### config.mk
export PLATFORM = sky130hd
export DESIGN_NAME = key_debounce
export DESIGN_NICKNAME = d
export VERILOG_FILES = /design/src/rtl/key_pkg.sv /design/src/rtl/sync_2ff.sv /design/src/rtl/key_debounce.sv
export SDC_FILE = /design/constraint.sdc
export NUM_CORES = 1
export LEC_CHECK = 0
export ABC_AREA = 1
export BUFFER_PORTS_ARGS = -buffer_cell sky130_fd_sc_hd__buf_2
export CAP_MARGIN = 20
export CORE_MARGIN = 5
export CORE_UTILIZATION = 64
export DETAILED_ROUTE_END_ITERATION = 12
export PLACE_DENSITY = 0.92
export SYNTH_ARGS = -nofsm -noshare
export SYNTH_HDL_FRONTEND = slang
export SYNTH_SLANG_ARGS = --single-unit
### constraint.sdc
create_clock -name clk -period 2.6 [get_ports clk]
set_input_delay 0.26 -clock clk [delete_from_list [all_inputs] [get_ports clk]]
set_output_delay 0.26 -clock clk [all_outputs]
set_load 0.01 [all_outputs]
### src/rtl/key_pkg.sv
// rtl/key_pkg.sv - shared types and default cycle counts for the key debouncer
package key_pkg;

    // Debouncer FSM states
    typedef enum logic [1:0] {
        IDLE       = 2'd0,
        PRESS_WAIT = 2'd1,
        HELD       = 2'd2,
        REL_WAIT   = 2'd3
    } key_state_t;

    // 20 ms and 1 s at 25 MHz
    localparam int DEBOUNCE_CYC_DEF = 500000;
    localparam int LONG_CYC_DEF     = 25000000;

endpackage

### src/rtl/sync_2ff.sv
// rtl/sync_2ff.sv - generic two-flop synchroniser with configurable reset value
module sync_2ff #(
    parameter logic RST_VAL = 1'b0
) (
    input  logic clk,
    input  logic rst,
    input  logic d,
    output logic q
);

    logic meta;

    // Two back-to-back flops; only q is safe to use in the clk domain
    always_ff @(posedge clk) begin
        if (rst) begin
            meta <= RST_VAL;
            q    <= RST_VAL;
        end else begin
            meta <= d;
            q    <= meta;
        end
    end

endmodule

### src/rtl/key_debounce.sv
// rtl/key_debounce.sv - key debouncer with press/release/long pulses; long press built when KEY_LONG_PRESS_EN is defined
module key_debounce
    import key_pkg::*;
#(
    parameter int DEBOUNCE_CYC = DEBOUNCE_CYC_DEF,
    parameter int LONG_CYC     = LONG_CYC_DEF
) (
    input  logic clk,
    input  logic rst,
    input  logic key_n,
    output logic key_level,
    output logic key_press,
    output logic key_release,
    output logic key_long
);

    localparam int CNT_W = $clog2(DEBOUNCE_CYC + 1);
    localparam logic [CNT_W-1:0] CNT_LAST = CNT_W'(DEBOUNCE_CYC - 1);

    // Both counts must be at least one cycle; LONG_CYC is checked even when long press is not built
    if (DEBOUNCE_CYC < 1 || LONG_CYC < 1) begin : g_param_check
        $error("key_debounce: DEBOUNCE_CYC and LONG_CYC must be >= 1");
    end

    logic             key_s;
    key_state_t       state;
    logic [CNT_W-1:0] cnt;

    // Key idles high (released), so the synchroniser resets to 1
    sync_2ff #(
        .RST_VAL(1'b1)
    ) u_sync (
        .clk (clk),
        .rst (rst),
        .d   (key_n),
        .q   (key_s)
    );

`ifdef KEY_LONG_PRESS_EN
    localparam int LONG_W = $clog2(LONG_CYC + 1);
    localparam logic [LONG_W-1:0] LONG_LAST = LONG_W'(LONG_CYC - 1);

    logic [LONG_W-1:0] long_cnt;
    logic              long_done;
`else
    assign key_long = 1'b0;
`endif

    // Debounce FSM with registered level and single-cycle event pulses
    always_ff @(posedge clk) begin
        if (rst) begin
            state       <= IDLE;
            cnt         <= '0;
            key_level   <= 1'b0;
            key_press   <= 1'b0;
            key_release <= 1'b0;
`ifdef KEY_LONG_PRESS_EN
            long_cnt    <= '0;
            long_done   <= 1'b0;
            key_long    <= 1'b0;
`endif
        end else begin
            key_press   <= 1'b0;
            key_release <= 1'b0;
`ifdef KEY_LONG_PRESS_EN
            key_long    <= 1'b0;
`endif
            case (state)
                IDLE: begin
                    if (!key_s) begin
                        state <= PRESS_WAIT;
                        cnt   <= '0;
                    end
                end
                PRESS_WAIT: begin
                    if (key_s) begin
                        state <= IDLE;
                    end else if (cnt == CNT_LAST) begin
                        state     <= HELD;
                        key_press <= 1'b1;
                        key_level <= 1'b1;
`ifdef KEY_LONG_PRESS_EN
                        long_cnt  <= '0;
                        long_done <= 1'b0;
`endif
                    end else begin
                        cnt <= cnt + 1'b1;
                    end
                end
                HELD: begin
                    if (key_s) begin
                        state <= REL_WAIT;
                        cnt   <= '0;
                    end
`ifdef KEY_LONG_PRESS_EN
                    // long_cnt freezes once long_done is set, so it never wraps
                    else if (!long_done) begin
                        if (long_cnt == LONG_LAST) begin
                            key_long  <= 1'b1;
                            long_done <= 1'b1;
                        end else begin
                            long_cnt <= long_cnt + 1'b1;
                        end
                    end
`endif
                end
                REL_WAIT: begin
                    // A bounce back to HELD keeps the long-press count running
                    if (!key_s) begin
                        state <= HELD;
                    end else if (cnt == CNT_LAST) begin
                        state       <= IDLE;
                        key_release <= 1'b1;
                        key_level   <= 1'b0;
                    end else begin
                        cnt <= cnt + 1'b1;
                    end
                end
                default: state <= IDLE;
            endcase
        end
    end

endmodule
Word level (Yosys, flattened, before mapping)
Index checks and enable logic that the tools add are counted.

Word-level logic and storage cells: 49. Output and inout port bits: 4. Bits of input ports: 3. Register bits after elaboration: 26.

Eq/ne operators: 12. Add/sub/neg operators: 1. Reductions and logical operators: 7. Bitwise logic cells: 3. Muxes and demuxes: 19.

Operators by type and width (number): 19-bit two-way mux (5); 19-bit one-hot mux with 4 select lines (1); 19-bit by 1-bit adder with 19-bit output (second input constant) (1); 19-bit == test (second input constant) (1); 2-bit two-way mux (6); 2-bit != test (second input constant) (4); 2-bit one-hot mux with 4 select lines (1); 4-bit AND reduction (2); 3-bit OR reduction (2); 1-bit two-way mux (5); 5-bit AND reduction (1); 2-bit == test (second input constant) (2); 2-bit by 1-bit != test with 1-bit output (second input constant) (2); 3-bit by 2-bit != test with 1-bit output (second input constant) (1); 3-bit != test (second input constant) (1); 1-bit inverter (3); 2-bit by 1-bit == test with 1-bit output (second input constant) (1); 2-bit logical NOT (1); 1-bit one-hot mux with 2 select lines (1); 2-bit nonzero test (1).

Depth between registers and ports, before layout
Word-level depth: 4. Gate-level depth with buffers: 10.

Modules after synthesis
From an unflattened synthesis, not the netlist that was laid out.

Cells, all modules: 245. Area total of the unflattened synthesis: 1571.5 um2.

Modules (own cells, without submodules): key_debounce (instances 1, seq. area each 480.5 um2, cells an instance 238, area an instance 1512.7 um2); sync_2ff (instances 1, seq. area each 40.0 um2, cells an instance 7, area an instance 58.8 um2).

Least setup slack after synthesis
OpenSTA, ideal clock, no wires.

Path kind: reg-to-reg. Start: reg cnt[0]. End: reg cnt[18]. Data required time: 2.485 ns. Stages on the path, launching flop included: 10. Buffers on the path: 1. Slack: 1.205 ns. Arrival time: 1.280 ns. Library setup time: 0.115 ns. Cell sequence: dfxtp_1 -> ha_1 -> nand3_2 -> clkinv_2 -> nand3_2 -> nor2_2 -> nor2_2 -> buf_6 -> a21oi_1 -> nor2_1.

Cells in the longest elaborated chain, start to end: 4. Elaborated cells between the ends (all ways): 6.

Ends and longest elaborated chain: start: declaration (RTL line key_debounce.sv:27) `logic [CNT_W-1:0] cnt;`; start signal: assignment (RTL line key_debounce.sv:87) `cnt <= cnt + 1'b1;`; start signal: assignment (RTL line key_debounce.sv:116) `cnt <= cnt + 1'b1;`; 19-bit by 1-bit adder with 19-bit output or 19-bit == test (tied branches); 19-bit two-way mux (*) (RTL line key_debounce.sv:78, key_debounce.sv:111); 19-bit two-way mux, on equally long branches (RTL line key_debounce.sv:109, key_debounce.sv:76); 19-bit one-hot mux with 4 select lines (*) (RTL line key_debounce.sv:68) `case (state)`.

Every way passes the cells marked *; elsewhere a longest branch is shown, timed or not. The select of a mux whose other input is x is not followed. A chain may end at the register's enable or synchronous reset.

Final worst setup path
Start: reg cnt[0]. End: reg cnt[7].

Same word-level chain as after synthesis.

==> impl_metrics.yaml <==
status:
  status: "completed"
sta:
  setup_viol: 0
  finClkSkew_ns: 0.00952
  clock.fmax_mhz: 598
  hold_viol_final: 0
  rsz0062_at_grt: "no"
  slew_violations: 0
  final.setup.tns_ns: 0
  final.min_clock_period_ns: 1.67
  post-route-period-util: 0.643
critical_path:
  cp.arrival_ns: 1.94
  cp.buffers_inverters: 1
  cp_top_family: "simple AND/OR/NAND/NOR gates"
  critPathMaxFanout: 11
  worstSetupStartpointType: "register"
  critPathMaxStageDelay_ns: 0.37
  slowest_stage: "nor2_2"
  reg2reg_depth: 8
  reg2reg_from: "cnt[0]"
  path_cells: "ha_1, nand3_2, clkinv_2, nand3_2, nor2_2, nor2_2, nand2_1, a21oi_2"
  end_kind: "register"
  crit_required_ns: 2.87
  critPathKind: "register to register"
  rrSetupSlack_ns: 0.93
  regToRegEndpoint: "cnt[7]"
die:
  die_area_sq_um: 3370
  start_util: 0.669
  std_cell_rows: 17
  core-area_sq_um: 2210
  die_w_microns: 58.1
  ios: 7
  die_h_microns: 58.1
yosys:
  synth_fa_ha_area_frac: 0.00845
  synth_mux_area_frac: 0
  ys_types: 31
  synth_top_family_by_area: "simple AND/OR/NAND/NOR gates"
  postSynthCellCount: 227
  yosysSeqAreaShare: 0.352
  yosys.area_share.simple: 0.448
  synth.ff_latch_count: 26
  synth_xor_area_frac: 0.0347
  synth_compound_area_frac: 0.0575
  synthesis.nets: 231
  netlist_area_sq_um: 1480
  syn_area_per_cell_sq_um: 6.52
  ys_warn_count: 0
clocking:
  cts_tree: "built"
  path_clk_slew_ns: 0.13
  hold_buffers: 0
  cts_sinks: 26
  postCtsSetupBuffers: 0
  clkLatencyLatePin_ns: 0.32
  cts-root-buf: "clkbuf_4"
  cts_buffers: 3
  cts_buffer_depth: 2
  cts_max_level: 1
  cts-resized-gates: 0
pwr:
  p_leak_nw: 0.580
  combPwrFrac: 0.039
  p_sw_mw: 0.134
  intPower_mw: 0.492
  max-vdd-ir-drop_mv: 0.344
  power_density_nw_per_um2: 410
  power.share.switching: 0.214
  share_seq_of_total_power: 0.645
  pwr-share-clk: 0.317
  power_mw: 0.626
detailed_routing:
  vias_per_cell: 5.45
  vias: 1405
  post_drt_wl_per_cell_microns: 11.7
  drt_iter0_markers: 58
  wl_microns: 3020
  first_pass_iters: 5
  drc: 0
  drtAntennaViolNets: 0
finish:
  antennaDiodeCount: 0
  final_cell_mix: "62 x nand2_1, 51 x nor2_1, 26 x dfxtp_1"
  nets: 235
  drive_above_1_share: 0.130
  final_util: 0.689
  area_growth_pct: 2.96
  final_common_cell: "nand2_1"
worst_hold_path:
  hp-start: "key_n"
  hold_class: "input pin to register"
  holdPathStages: 2
  min_to: "u_sync.meta"
global_routing:
  top_usage_layer: "met2"
  grt_max_degree: 15
  antenna_found_initial: 0
  grt_pass1_wl_microns: 5180
  grt_use_met1: 0.230
  grt_usage: 0.197
  grt_use_met3: 0.0601
  grt_overflow: 0
  use_met2: 0.324
  grt_pass1_vias: 1239
run:
  max_cap_viol_count: 0
place:
  io_buffers: 5
  dp_hpwl_microns: 2270
  gp_congestion: 0.901
how the worst max path moves through the flow:
stage	slack, ns	cells past startpoint	end	start
floorplan	1.20	9	cnt[18]	cnt[0]
global placement	1.07	9	cnt[14]	cnt[0]
detailed placement	0.96	8	cnt[7]	cnt[0]
CTS	0.93	8	cnt[7]	cnt[0]
global route	0.80	9	cnt[14]	cnt[0]
finish	0.93	8	cnt[7]	cnt[0]
cells in the mapped netlist, drive strengths merged:
master	count	area, sq um
o31ai	1	7.51
nand2	63	239
or2	3	18.8
nor3	2	10.0
buf	5	48.8
inv	22	82.6
o21ai	2	10.0
nor3b	1	7.51
ha	1	12.5
nor4	1	6.26
conb	1	3.75
nand3b	4	30.0
nand3	18	110
dfxtp	26	521
clkbuf	1	3.75
nand4	4	25.0
clkinv	2	8.75
o211ai	1	7.51
xnor2	1	8.76
a21oi	9	60.1
xor2	4	42.6
nor2	55	216
layout make-up:
| type | count | area (sq um) |
|---|---|---|
| inverter | 24 | 91.3 |
| sequential | 26 | 520 |
| clock buffer | 4 | 36.3 |
| timing repair buffer | 5 | 25.0 |
| fill | 193 | 688 |
| multi-input combinational | 171 | 816 |
| tap | 28 | 35.0 |
per-stage QoR:
stage	instances	hold slack (ns)	cell area (sq um)	worst slack, ns
final	258	0.118	1520	0.929
after global routing	258	0.110	1520	0.803
after CTS	258	0.116	1520	0.934
after detailed placement	254	0.400	1490	0.960
after global placement	254	0.406	1490	1.07
after floorplan	227	0.344	1480	1.20
flip-flops by register name, indices dropped and copies added, names as in the netlist, named ones only:
register and cells:
key_release 1, u_sync.meta 1, u_sync.q 1, key_level 1, key_press 1, state 1, cnt 19
power by group through the flow:
stage               Sequential [mW]  Clock (mW)  Combinational (mW)
floorplan                     0.412           0              0.0205
global placement              0.412           0              0.0234
detailed placement            0.412           0              0.0236
CTS                           0.403       0.204              0.0236
global route                  0.404       0.224              0.0272
finish                        0.403       0.198              0.0243
per-layer routing:
layer / wire length (microns) / share of wire
met5: 0 / 0
met4: 63 / 0.021
met3: 209 / 0.069
met2: 1430 / 0.47
met1: 1310 / 0.44
logic make-up after synthesis:
group,count (synthesis)
adders and majority gates,1
and+or+nand+nor,151
AOI/OAI and AO/OA,13
xor gates and xnor gates,5
buffers and inverters,30
DFF,26
other,1
No activity file was read; power rests on OpenSTA's default activity.
